File: src/rtl/latency_pkg.sv
// Shared types and helpers for the latency reconfiguration arbiter.
package latency_pkg;

    typedef enum logic [1:0] {
        IDLE  = 2'd0,
        DRAIN = 2'd1,
        HOLD  = 2'd2
    } state_t;

    localparam int LAT_MIN = 1;

    function automatic int idx_width(input int n);
        return (n <= 2) ? 1 : $clog2(n);
    endfunction

endpackage

File: src/rtl/latency_quiet_mon.sv
// Watches the delay-line input and reports when no edge can still be in flight.
module latency_quiet_mon #(
    parameter int LSIZE = 10
) (
    input  logic             clk,
    input  logic             rst_n,
    input  logic             d,
    input  logic [LSIZE-1:0] lat,
    output logic             quiet
);

    logic             d_q;
    logic             d_edge;
    logic [LSIZE-1:0] qcnt;

    assign d_edge = (d != d_q);

    // d_q reloads from d on reset so a static high level is not seen as an edge
    always_ff @(posedge clk) begin
        if (!rst_n) begin
            d_q  <= d;
            qcnt <= '1;
        end else begin
            d_q <= d;
            if (d_edge)
                qcnt <= '0;
            else if (qcnt != '1)
                qcnt <= qcnt + LSIZE'(1);
        end
    end

    assign quiet = (qcnt >= lat) && !d_edge;

endmodule

File: src/rtl/latency_cfg_arbiter.sv
// Round-robin latency reconfiguration arbiter for a programmable delay line.
// Optional drain timeout: define LATENCY_DRAIN_TIMEOUT_EN.
module latency_cfg_arbiter
    import latency_pkg::*;
#(
    parameter int LSIZE    = 10,
    parameter int NREQ     = 2,
    parameter int LAT_INIT = 1,
    parameter int TIMEOUT  = 1024
) (
    input  logic                  clk,
    input  logic                  rst_n,
    input  logic                  d,
    input  logic [NREQ-1:0]       req,
    input  logic [NREQ*LSIZE-1:0] req_lat,
    output logic [NREQ-1:0]       ack,
    output logic                  ack_err,
    output logic [LSIZE-1:0]      lat,
    output logic                  busy,
    output logic                  drain_to
);

    localparam int IW = idx_width(NREQ);

    state_t           state, state_nx;
    logic [IW-1:0]    rr_ptr, rr_nx;
    logic [IW-1:0]    gnt_idx, gidx_nx;
    logic [LSIZE-1:0] gnt_lat, glat_nx;
    logic [LSIZE-1:0] lat_nx;
    logic [NREQ-1:0]  ack_nx;
    logic             err_nx;
    logic             quiet;
    logic [IW:0]      pick;
    logic [IW-1:0]    pick_idx;

    latency_quiet_mon #(.LSIZE(LSIZE)) u_mon (
        .clk   (clk),
        .rst_n (rst_n),
        .d     (d),
        .lat   (lat),
        .quiet (quiet)
    );

    // Lowest requester at or above p, wrapping modulo NREQ.
    function automatic logic [IW:0] rr_pick(
        input logic [NREQ-1:0] r,
        input logic [IW-1:0]   p
    );
        logic [IW:0] res;
        int          j;
        res = '0;
        for (int k = NREQ - 1; k >= 0; k--) begin
            j = int'(p) + k;
            if (j >= NREQ)
                j = j - NREQ;
            if (r[j])
                res = {1'b1, IW'(j)};
        end
        return res;
    endfunction

    assign pick     = rr_pick(req, rr_ptr);
    assign pick_idx = pick[IW-1:0];
    assign busy     = (state != IDLE);

`ifdef LATENCY_DRAIN_TIMEOUT_EN
    localparam int TW = (TIMEOUT > 2) ? $clog2(TIMEOUT) : 1;

    logic [TW-1:0] tcnt, tcnt_nx;
    logic          to_nx;
    logic          to_r;

    always_ff @(posedge clk) begin
        if (!rst_n) begin
            tcnt <= '0;
            to_r <= 1'b0;
        end else begin
            tcnt <= tcnt_nx;
            to_r <= to_nx;
        end
    end

    assign drain_to = to_r;
`else
    assign drain_to = 1'b0;
`endif

    always_ff @(posedge clk) begin
        if (!rst_n) begin
            state   <= IDLE;
            rr_ptr  <= '0;
            gnt_idx <= '0;
            gnt_lat <= '0;
            lat     <= LSIZE'(LAT_INIT);
            ack     <= '0;
            ack_err <= 1'b0;
        end else begin
            state   <= state_nx;
            rr_ptr  <= rr_nx;
            gnt_idx <= gidx_nx;
            gnt_lat <= glat_nx;
            lat     <= lat_nx;
            ack     <= ack_nx;
            ack_err <= err_nx;
        end
    end

    always_comb begin
        state_nx = state;
        rr_nx    = rr_ptr;
        gidx_nx  = gnt_idx;
        glat_nx  = gnt_lat;
        lat_nx   = lat;
        ack_nx   = '0;
        err_nx   = 1'b0;
`ifdef LATENCY_DRAIN_TIMEOUT_EN
        tcnt_nx  = tcnt;
        to_nx    = 1'b0;
`endif
        unique case (state)
            IDLE: begin
                if (pick[IW]) begin
                    gidx_nx  = pick_idx;
                    glat_nx  = req_lat[int'(pick_idx)*LSIZE +: LSIZE];
                    rr_nx    = (int'(pick_idx) == NREQ - 1) ?
                               '0 : pick_idx + IW'(1);
                    state_nx = DRAIN;
`ifdef LATENCY_DRAIN_TIMEOUT_EN
                    tcnt_nx  = '0;
`endif
                end
            end
            DRAIN: begin
                if (gnt_lat == '0) begin
                    ack_nx[gnt_idx] = 1'b1;
                    err_nx          = 1'b1;
                    state_nx        = HOLD;
                end else if (gnt_lat == lat) begin
                    ack_nx[gnt_idx] = 1'b1;
                    state_nx        = HOLD;
                end else if (quiet) begin
                    lat_nx          = gnt_lat;
                    ack_nx[gnt_idx] = 1'b1;
                    state_nx        = HOLD;
`ifdef LATENCY_DRAIN_TIMEOUT_EN
                end else if (tcnt == TW'(TIMEOUT - 1)) begin
                    lat_nx          = gnt_lat;
                    ack_nx[gnt_idx] = 1'b1;
                    to_nx           = 1'b1;
                    state_nx        = HOLD;
                end else begin
                    tcnt_nx = tcnt + TW'(1);
`endif
                end
            end
            HOLD: begin
                state_nx = IDLE;
            end
            default: begin
                state_nx = IDLE;
            end
        endcase
    end

endmodule

File: config.mk
export PLATFORM = sky130hd
export DESIGN_NAME = latency_cfg_arbiter
export DESIGN_NICKNAME = d
export VERILOG_FILES = /design/src/rtl/latency_pkg.sv /design/src/rtl/latency_quiet_mon.sv /design/src/rtl/latency_cfg_arbiter.sv
export SDC_FILE = /design/constraint.sdc
export NUM_CORES = 1
export LEC_CHECK = 0
export ABC_AREA = 1
export BUFFER_PORTS_ARGS = -buffer_cell sky130_fd_sc_hd__buf_2
export CORE_ASPECT_RATIO = 0.6
export CORE_MARGIN = 2
export CORE_UTILIZATION = 50
export CTS_CLUSTER_SIZE = 24
export DETAILED_ROUTE_END_ITERATION = 16
export PLACE_DENSITY = 0.75
export SYNTH_ARGS = -nofsm -noshare
export SYNTH_HDL_FRONTEND = slang
export SYNTH_SLANG_ARGS = --single-unit
File: constraint.sdc
create_clock -name clk -period 2.5 [get_ports clk]
set_clock_uncertainty 0.1 [all_clocks]
set_input_delay 0.25 -clock clk [delete_from_list [all_inputs] [get_ports clk]]
set_output_delay 0.25 -clock clk [all_outputs]
set_load 0.02 [all_outputs]
# Yosys cells after proc, flatten, opt, wreduce, memory -nomap -nowiden
# Index checks and enable logic that the tools add are counted.
# W data, S select, Z words.
# word_totals
out_inout_bits	15
wordCells	66
input_bits	25
ff_bits	38
# classes
add_sub_neg	5
n_mux	24
n_shift	1
mul	1
eq_ne	6
bitwise	2
magnitude_cmp	7
reduce_logical	11
# ops
op	n
$lt A32 B3 Y1 const B	2
$mux W32	2
$mux W10	2
$shiftx A20 B6 Y10	1
$mux W2	9
$add A10 B1 Y10 const B	1
$eq A10 B10 Y1	1
$ge A10 B10 Y1	1
$logic_not A10 Y1	1
$ne A10 B10 Y1 const B	1
$mux W1	9
$reduce_and A2 Y1	3
$mul A1 B3 Y4 const B	1
$ne A4 B4 Y1 const B	1
$pmux W2 S2	1
$reduce_and A4 Y1	1
$reduce_bool A2 Y1	2
$sub A1 B2 Y3 const B	1
$sub A2 B2 Y3 const B	1
$add A1 B1 Y2 const B	1
$eq A2 B1 Y1 const B	1
$ge A1 B2 Y1 const B	1
$ge A2 B2 Y1 const B	1
$logic_and A1 B1 Y1	2
9 further kinds	10

# Longest topological paths before layout
# Gate-level depths: netlist (run 1).
# logic_depth
word_depth	10
ltp_mapped	13
depth_no_buf	13

# Cells and area by module
# From an unflattened synthesis (run 1), not the netlist that was laid out.
# unflattened
cells_unflattened	339
hier_area_um2	2347.3
# modules_own_cells
module	seq_area_each_um2	n_inst	area_each_um2	cells_per_inst
latency_cfg_arbiter	540.5	1	1437.6	204
latency_quiet_mon	220.2	1	909.6	135

# Worst setup path after synthesis (run 1)
# No wires, ideal clock.
# synth_path
path_kind	register to register
start	register lat[9]
end	register lat[0]
setup_time_ns	0.129
setup_slack_ns	0.721
period_less_slack_ns	1.779
path_stages_with_launch	12
n_path_buf	0
required_time_ns	2.271
t_arrival_ns	1.550
path_cell_list	dfxtp_1 > inv_1 > ha_1 > nand2_1 > nor2_1 > nand3_1 > nand3_1 > nand2_2 > inv_2 > nand2_1 > nand2_1 > nand3_1
# synth_between
elab_chain_len	3
elab_cells_between_ends	5
classes_between	1 x order compare; 1 x eq/ne; 1 x bitwise; 2 x reduce/logical
# synth_rtl
element	line_no	source
start, declared	latency_cfg_arbiter.sv:18	output logic [LSIZE-1:0] lat,
start signal, assigned	latency_cfg_arbiter.sv:94	lat <= LSIZE'(LAT_INIT);
start signal, assigned	latency_cfg_arbiter.sv:102	lat <= lat_nx;
$ge A10 B10 Y1 / $eq A10 B10 Y1 (equally long branches)	latency_quiet_mon.sv:32, latency_cfg_arbiter.sv:138	
$logic_and A1 B1 Y1 / $not A1 Y1 (equally long branches)	-	
$reduce_and A4 Y1 (no line) *	-	
# Every way passes the cells marked *; elsewhere a longest branch is shown, timed or not.
# A chain may end at the register's enable or synchronous reset.

# Worst setup path in the final report (run 1)
# layout_path
start	register lat[9]
end	register lat[1]
# The elaborated chain is that of the path after synthesis.

==> reports/metrics.yaml, run 1 <==
run_status:
  run_status: "finished clean"
yosys:
  post-synth-top-area-fraction_pct: 36.0
  ys_seq_elements: 38
  synth_fp_nets: 334
  yosys-top-cells-count: "sky130_fd_sc_hd__nand2_1, sky130_fd_sc_hd__inv_1, sky130_fd_sc_hd__nor2_1"
  number_of_warnings_printed_during_yosys_synthesis: 0
  synth_cells: 298
  synth_area_leader_cell: "sky130_fd_sc_hd__dfxtp_1"
  synth_area_per_cell_um2: 7.10
  synth_seq_area_share_pct: 36.0
  synthArstFlopShare_pct: 0
  dominant_cells_by_area_after_synthesis: "sky130_fd_sc_hd__dfxtp_1, sky130_fd_sc_hd__nand2_1, sky130_fd_sc_hd__inv_1"
  post_synth_num_cell_types: 30
  post_synthesis_cell_area_um2: 2120
  synth.most_common_cell: "sky130_fd_sc_hd__nand2_1"
  synth_edf_count: 0
  dominantRegCellSynth: "sky130_fd_sc_hd__dfxtp_1"
timing:
  fmaxAchievable_mhz: 526
  layout_setup_ws_ns: 0.601
  fin_crit_sh_pct: 76.0
  final_hold_viol_count: 0
  worst_slew_pin_slew_ns: 0.496
  finalWorstPathRequiredPeriod_ns: 1.90
  timing.max_slew.rel_slack_pct: 66.8
  rsz0062_at_grt: "no"
  drv_slew: 0
  setup_total_negative_slack_ns: 0
  finalSetupViolations: 0
cts:
  clockRootBuffer: "sky130_fd_sc_hd__clkbuf_8"
  post-cts-setup-buffer-count: 0
  clk_path_buf_depth: 2
  cts.sinks: 38
  worstSkewPairLatency_ns: 0.29
  cts_buffers: 5
  clkTransAtPathRegs_ns: 0.07
  clock_tree.htree_level_count: 2
  tritoncts: "yes"
setup_path:
  critical_path.reg2reg.endpoint: "lat[1]"
  worst_setup_path_end_kind: "flop"
  r2r-start: "lat[9]"
  reg2reg_depth: 10
  crit_fanout: 10
  rrSetupSlack_ns: 0.60
  worst-endpoint-required_ns: 2.63
  critical_path.startpoint_type: "flop"
  worst-endpoint-arrival_ns: 2.03
  timing.setup.critical_path_class: "reg -> reg"
final_layout:
  antenna_cells_inserted: 0
  area.growth.synth_to_final_pct: 15.3
  fillers: 386
  fin_nets: 374
  post_route_cells_drive_above_1_share_pct: 20.4
die:
  floorplan.initialDensity_pct: 51.9
  fp.dieH_um: 54.4
  placeableCoreArea_um2: 4080
  io-pin-count: 40
  die_outline_area_um2: 4780
  die-width_um: 88.0
  number_of_rows_created_at_floorplan: 18
routing:
  dr.pass1.iters: 5
  via_per_inst: 4.91
  detailed_route_via_count: 1954
  drt.antenna.violating_nets: 0
  detail_route.iter0.violations: 106
  post_drt_wl_per_cell_um: 11.7
  drt-total-wl_mm: 4.67
  route.detailed.drc: 0
run:
  cap_viol_max_count: 0
global_routing:
  number_of_global_route_vias_before_repair: 1807
  grt_max_degree: 24
  number_of_antenna_violations_at_the_first_check_in_global_routing: 0
  global_route_wire_length_before_repair_mm: 7.95
  total_routing_resource_utilization_after_global_routing_pct: 22.2
  global_route.overflow_total: 0
place:
  io_buffer_count: 38
  detailedPlace.worstSlack_ns: 0.661
  gp_congestion: 0.849
  dp_hpwl_mm: 3.58
hold_path:
  whs_endpoint: "gnt_lat[8]"
  holdCritStartpoint: "req_lat[8]"
  hold_path.class: "in -> reg"
  timing.hold.worst_path_depth: 4
power_and_ir_drop:
  peakVddDrop_mv: 0.328
  power_leakage_nw: 1.24
  cellPowerDensity_nw_per_um2: 697
## cell type report
cell class / count / area, um^2 / area share [%]
clock buffers: 7 / 76.3 / 3.13
inverters: 50 / 188 / 7.70
multi-input cells: 202 / 1120 / 46.1
flip-flops and latches: 38 / 761 / 31.2
well taps: 60 / 75.1 / 3.08
repair buffers: 41 / 215 / 8.83
## cell families (layout without fill, tap and decap cells)
family                     Yosys count  in the layout  share of synthesized area (%)
DFF                                 38             38                           36.0
muxes                               10             10                           5.32
buffers and inverters               58             98                           10.9
AOI/OAI and AO/OA                   46             46                           11.8
xor gates and xnor gates             6              6                           2.84
other                                1              1                          0.177
and+or+nand+nor                    128            128                           26.5
adders and majority gates           11             11                           6.50
## worst max-delay path by stage
stage | depth (start not counted) | end | startpoint | slack [ns]
2_1_floorplan | 11 | lat[0] | lat[9] | 0.72
3_3_place_gp | 10 | lat[2] | lat[9] | 0.68
3_5_place_dp | 11 | lat[0] | lat[9] | 0.66
4_1_cts | 11 | lat[0] | lat[9] | 0.64
5_1_grt | 11 | lat[0] | lat[9] | 0.44
6_report | 10 | lat[1] | lat[9] | 0.60
## routing by layer
layer | vias up | track usage [%] | share of wire [%]
met5 | - | 0 | 0
met4 | 0 | 8.46 | 1.6
met3 | 9 | 4.68 | 6.4
met2 | 65 | 34.1 | 38
met1 | 851 | 30.9 | 54
li1 | 1029 | - | -
## per-stage QoR
| step | util (%) | instances | cell area [um^2] | total power [W] | hold slack [ns] |
|---|---|---|---|---|---|
| global placement | 57.7 | 390 | 2350 | 0.00128 | 0.295 |
| floorplan | - | 298 | 2120 | 0.00116 | 0.178 |
| finish | 59.8 | 398 | 2440 | 0.00170 | 0.169 |
| global route | 59.8 | 398 | 2440 | 0.00182 | 0.180 |
| detailed placement | 57.7 | 390 | 2350 | 0.00130 | 0.300 |
| CTS | 59.8 | 398 | 2440 | 0.00170 | 0.165 |
## layout by cell type (no fill, tap or decap), drive strengths merged
master / netlist / final
a211oi: 1 / 1
a21o: 1 / 1
a21oi: 18 / 18
a31o: 1 / 1
a31oi: 3 / 3
buf: 5 / 40
clkbuf: 3 / 7
conb: 1 / 1
dfxtp: 38 / 38
dlygate4sd3: 0 / 1
ha: 11 / 11
inv: 50 / 50
mux2: 10 / 10
nand2: 59 / 59
nand3: 22 / 22
nand4: 4 / 4
nor2: 42 / 42
nor4: 1 / 1
o211ai: 2 / 2
o21ai: 19 / 19
o22ai: 1 / 1
xnor2: 1 / 1
xor2: 5 / 5
## timing repair
action / 4_1_cts / 5_1_grt
gates resized for setup: 0 / 0
endpoints found under the hold margin: 1 / 0
hold buffers: 1 / 0
## state kept, by name (all words and copies together), names as in the netlist
register and cells:
gnt_lat 10, lat 10, u_mon.qcnt 10, ack 2, state 2, ack_err 1, gnt_idx 1, rr_ptr 1
u_mon.d_q 1
## worst max-delay path, cell delays in order, from the launching register on
cell and delay [ns]:
sky130_fd_sc_hd__dfxtp_1 0.40, sky130_fd_sc_hd__inv_1 0.06, sky130_fd_sc_hd__ha_1 0.29, sky130_fd_sc_hd__nand2_1 0.08
sky130_fd_sc_hd__nor2_1 0.18, sky130_fd_sc_hd__nand3_1 0.10, sky130_fd_sc_hd__nand3_1 0.09, sky130_fd_sc_hd__nand2_2 0.09
sky130_fd_sc_hd__nor2_4 0.27, sky130_fd_sc_hd__nor2_1 0.07, sky130_fd_sc_hd__nor2_1 0.10
## power by group
part	internal [W]	total (W)	switching (W)	leakage (nW)
Sequential	0.000681	0.000750	0.0000690	0.315
Combinational	0.000206	0.000541	0.000336	0.889
Clock	0.000192	0.000408	0.000216	0.0383
Total	0.00108	0.00170	0.000621	1.24
Note: power is estimated with default switching activity, not from simulation.
==> run 2: changes to the inputs <==
==> constraint.sdc (replaced) <==
create_clock -name clk -period 1.8 [get_ports clk]
set_clock_uncertainty 0.1 [all_clocks]
set_input_delay 0.18 -clock clk [delete_from_list [all_inputs] [get_ports clk]]
set_output_delay 0.18 -clock clk [all_outputs]
set_load 0.02 [all_outputs]
==> run 2 against run 1 <==
Combinational power is 68% higher. Register-to-register slack worse by 0.54 ns. Power is 57% higher. Setup slack worse by 0.54 ns. Highest routed layer unchanged. Global-route usage is 0.61 points higher. Clock power is 79% higher. Count of clock-buffer cells in the layout is 2 lower. Sequential share of layout area is 2.4 points lower. Largest cell class unchanged. Critical path type unchanged. Die area stayed put.
==> reports/metrics.yaml, run 2 (synthesized netlist as in run 1, its figures left out) <==
run_status:
  run_status: "finished clean"
final_layout:
  final_cells: 411
  fin_nets: 386
  finalCoreUtilization_pct: 66.1
  largest_registers: "gnt_lat x10, lat x10, u_mon.qcnt x10"
  layout.cells.most_common: "sky130_fd_sc_hd__nand2_1"
  layout_common_cells: "sky130_fd_sc_hd__nand2_1, sky130_fd_sc_hd__inv_1, sky130_fd_sc_hd__buf_2, sky130_fd_sc_hd__nor2_1, sky130_fd_sc_hd__dfxtp_1"
  antenna_cells_inserted: 0
  post_route_cells_drive_above_1_share_pct: 32.5
  area.growth.synth_to_final_pct: 27.3
timing:
  worst_slew_pin_slew_ns: 0.540
  fmaxAchievable_mhz: 574
  finalSetupViolations: 0
  finalWorstPathRequiredPeriod_ns: 1.74
  timing.max_slew.rel_slack_pct: 63.9
  final_hold_viol_count: 0
  fin_crit_sh_pct: 96.8
  drv_slew: 0
  setup_total_negative_slack_ns: 0
setup_path:
  path_depth: 10
  slowest_cell_on_crit_path: "sky130_fd_sc_hd__dfxtp_2"
  critical-path-max-stage-delay_ns: 0.34
  critical_path.startpoint_type: "flop"
  r2r-start: "lat[9]"
  crit_path_leading_delay_family: "simple AND/OR/NAND/NOR gates"
  critical_path.n_buffers_inverters: 1
  path_cells: "inv_2 > ha_1 > nand2_2 > nor2_4 > nand3_2 > nand3_2 > nand2_4 > nor2_4 > nor2_1 > nor2_1"
  worst-endpoint-required_ns: 1.93
  reg2reg_depth: 10
  crit_fanout: 5
  timing.setup.critical_path_class: "reg -> reg"
  worst_setup_path_end_kind: "flop"
  worst-endpoint-arrival_ns: 1.87
  critPathLaunch: "lat[9]"
routing:
  drt.antenna.violating_nets: 0
  route.detailed.drc: 0
  dr.pass1.iters: 4
  detail_route.iter0.violations: 89
  via_per_inst: 5.04
  drt-total-wl_mm: 5.21
  post_drt_wl_per_cell_um: 12.7
  detailed_route_via_count: 2072
run:
  cap_viol_max_count: 0
cts:
  clk_path_buf_depth: 2
  tritoncts: "yes"
  cts.sinks: 38
  post-cts-setup-buffer-count: 0
  cts_buffers: 5
  worstSkewPairLatency_ns: 0.30
  clkTransAtPathRegs_ns: 0.08
  clockRootBuffer: "sky130_fd_sc_hd__clkbuf_8"
  clock_tree.htree_level_count: 2
die:
  fp.dieH_um: 54.4
  number_of_rows_created_at_floorplan: 18
  floorplan.initialDensity_pct: 51.9
  die_outline_area_um2: 4780
  io-pin-count: 40
  die-width_um: 88.0
  placeableCoreArea_um2: 4080
place:
  gp_congestion: 0.843
  dp_hpwl_mm: 3.79
  placed_cells_incl_taps: 401
  io_buffer_count: 38
global_routing:
  number_of_antenna_violations_at_the_first_check_in_global_routing: 0
  global_route.overflow_total: 0
  number_of_global_route_vias_before_repair: 1808
  grt_max_degree: 24
  global_route_wire_length_before_repair_mm: 8.22
  total_routing_resource_utilization_after_global_routing_pct: 22.8
hold_path:
  hold_path.class: "in -> reg"
  timing.hold.worst_path_depth: 4
  holdCritStartpoint: "req_lat[7]"
power_and_ir_drop:
  power_leakage_nw: 1.33
  peakVddDrop_mv: 0.546
  cellPowerDensity_nw_per_um2: 991
  power_w: 0.00267
-- run 2: cell count changes in the layout (fill, tap and decap cells not counted), sizes merged --
cell,delta
buf,+11
clkbuf,-2
clkinv,+2
bufinv,+1
nor2,+1
-- run 2: layout make-up --
type                       instances  area, um^2
clock buffer                       5        68.8
timing repair buffer              52         298
fill                             370        1380
sequential                        38         774
clock inverter                     3        40.0
multi-input combinational        203        1240
inverter                          50         193
tap                               60        75.1
-- run 2: path summary, 6_finish.rpt --
path	endpoint	slack, ns
min	gnt_lat[7]	0.1
min reg2reg	ack[0]	0.36
max reg2reg	lat[2]	0.06
max	lat[2]	0.06
-- run 2: worst reg2reg max path, stage by stage, from the launching register on --
cell and delay (ns):
sky130_fd_sc_hd__dfxtp_2 0.34, sky130_fd_sc_hd__inv_2 0.03, sky130_fd_sc_hd__ha_1 0.29, sky130_fd_sc_hd__nand2_2 0.09, sky130_fd_sc_hd__nor2_4 0.13, sky130_fd_sc_hd__nand3_2 0.10, sky130_fd_sc_hd__nand3_2 0.10, sky130_fd_sc_hd__nand2_4 0.10
sky130_fd_sc_hd__nor2_4 0.22, sky130_fd_sc_hd__nor2_1 0.07, sky130_fd_sc_hd__nor2_1 0.10
-- run 2: timing repair --
item                       in CTS  in global routing
hold buffers                    1                  0
hold endpoints to repair        1                  0
setup endpoints to repair      11                 15
resized for setup               6                 30
pin swaps                       1                  9
cloned                          1                  0
-- run 2: per-layer routing --
metal | wire length, um | GRT usage, % | vias to the layer above
met4 | 44 | 5.38 | 0
met5 | 0 | 0 | -
met2 | 2240 | 35.1 | 81
li1 | - | - | 1057
met1 | 2550 | 32.8 | 928
met3 | 363 | 4.83 | 6
-- run 2: power breakdown --
part	switching (W)	internal, W
clock network	0.000322	0.000408
logic	0.000551	0.000356
registers	0.0000831	0.000950
total	0.000956	0.00171
-- run 2: per-stage QoR --
stage	cell area [um^2]	setup slack, ns	hold slack [ns]
after floorplan	2120	0.0209	0.108
after global placement	2430	0.0788	0.225
after detailed placement	2430	-0.0366	0.233
after CTS	2580	0.0102	0.0931
after global routing	2690	-0.0324	0.101
final	2690	0.0580	0.0952
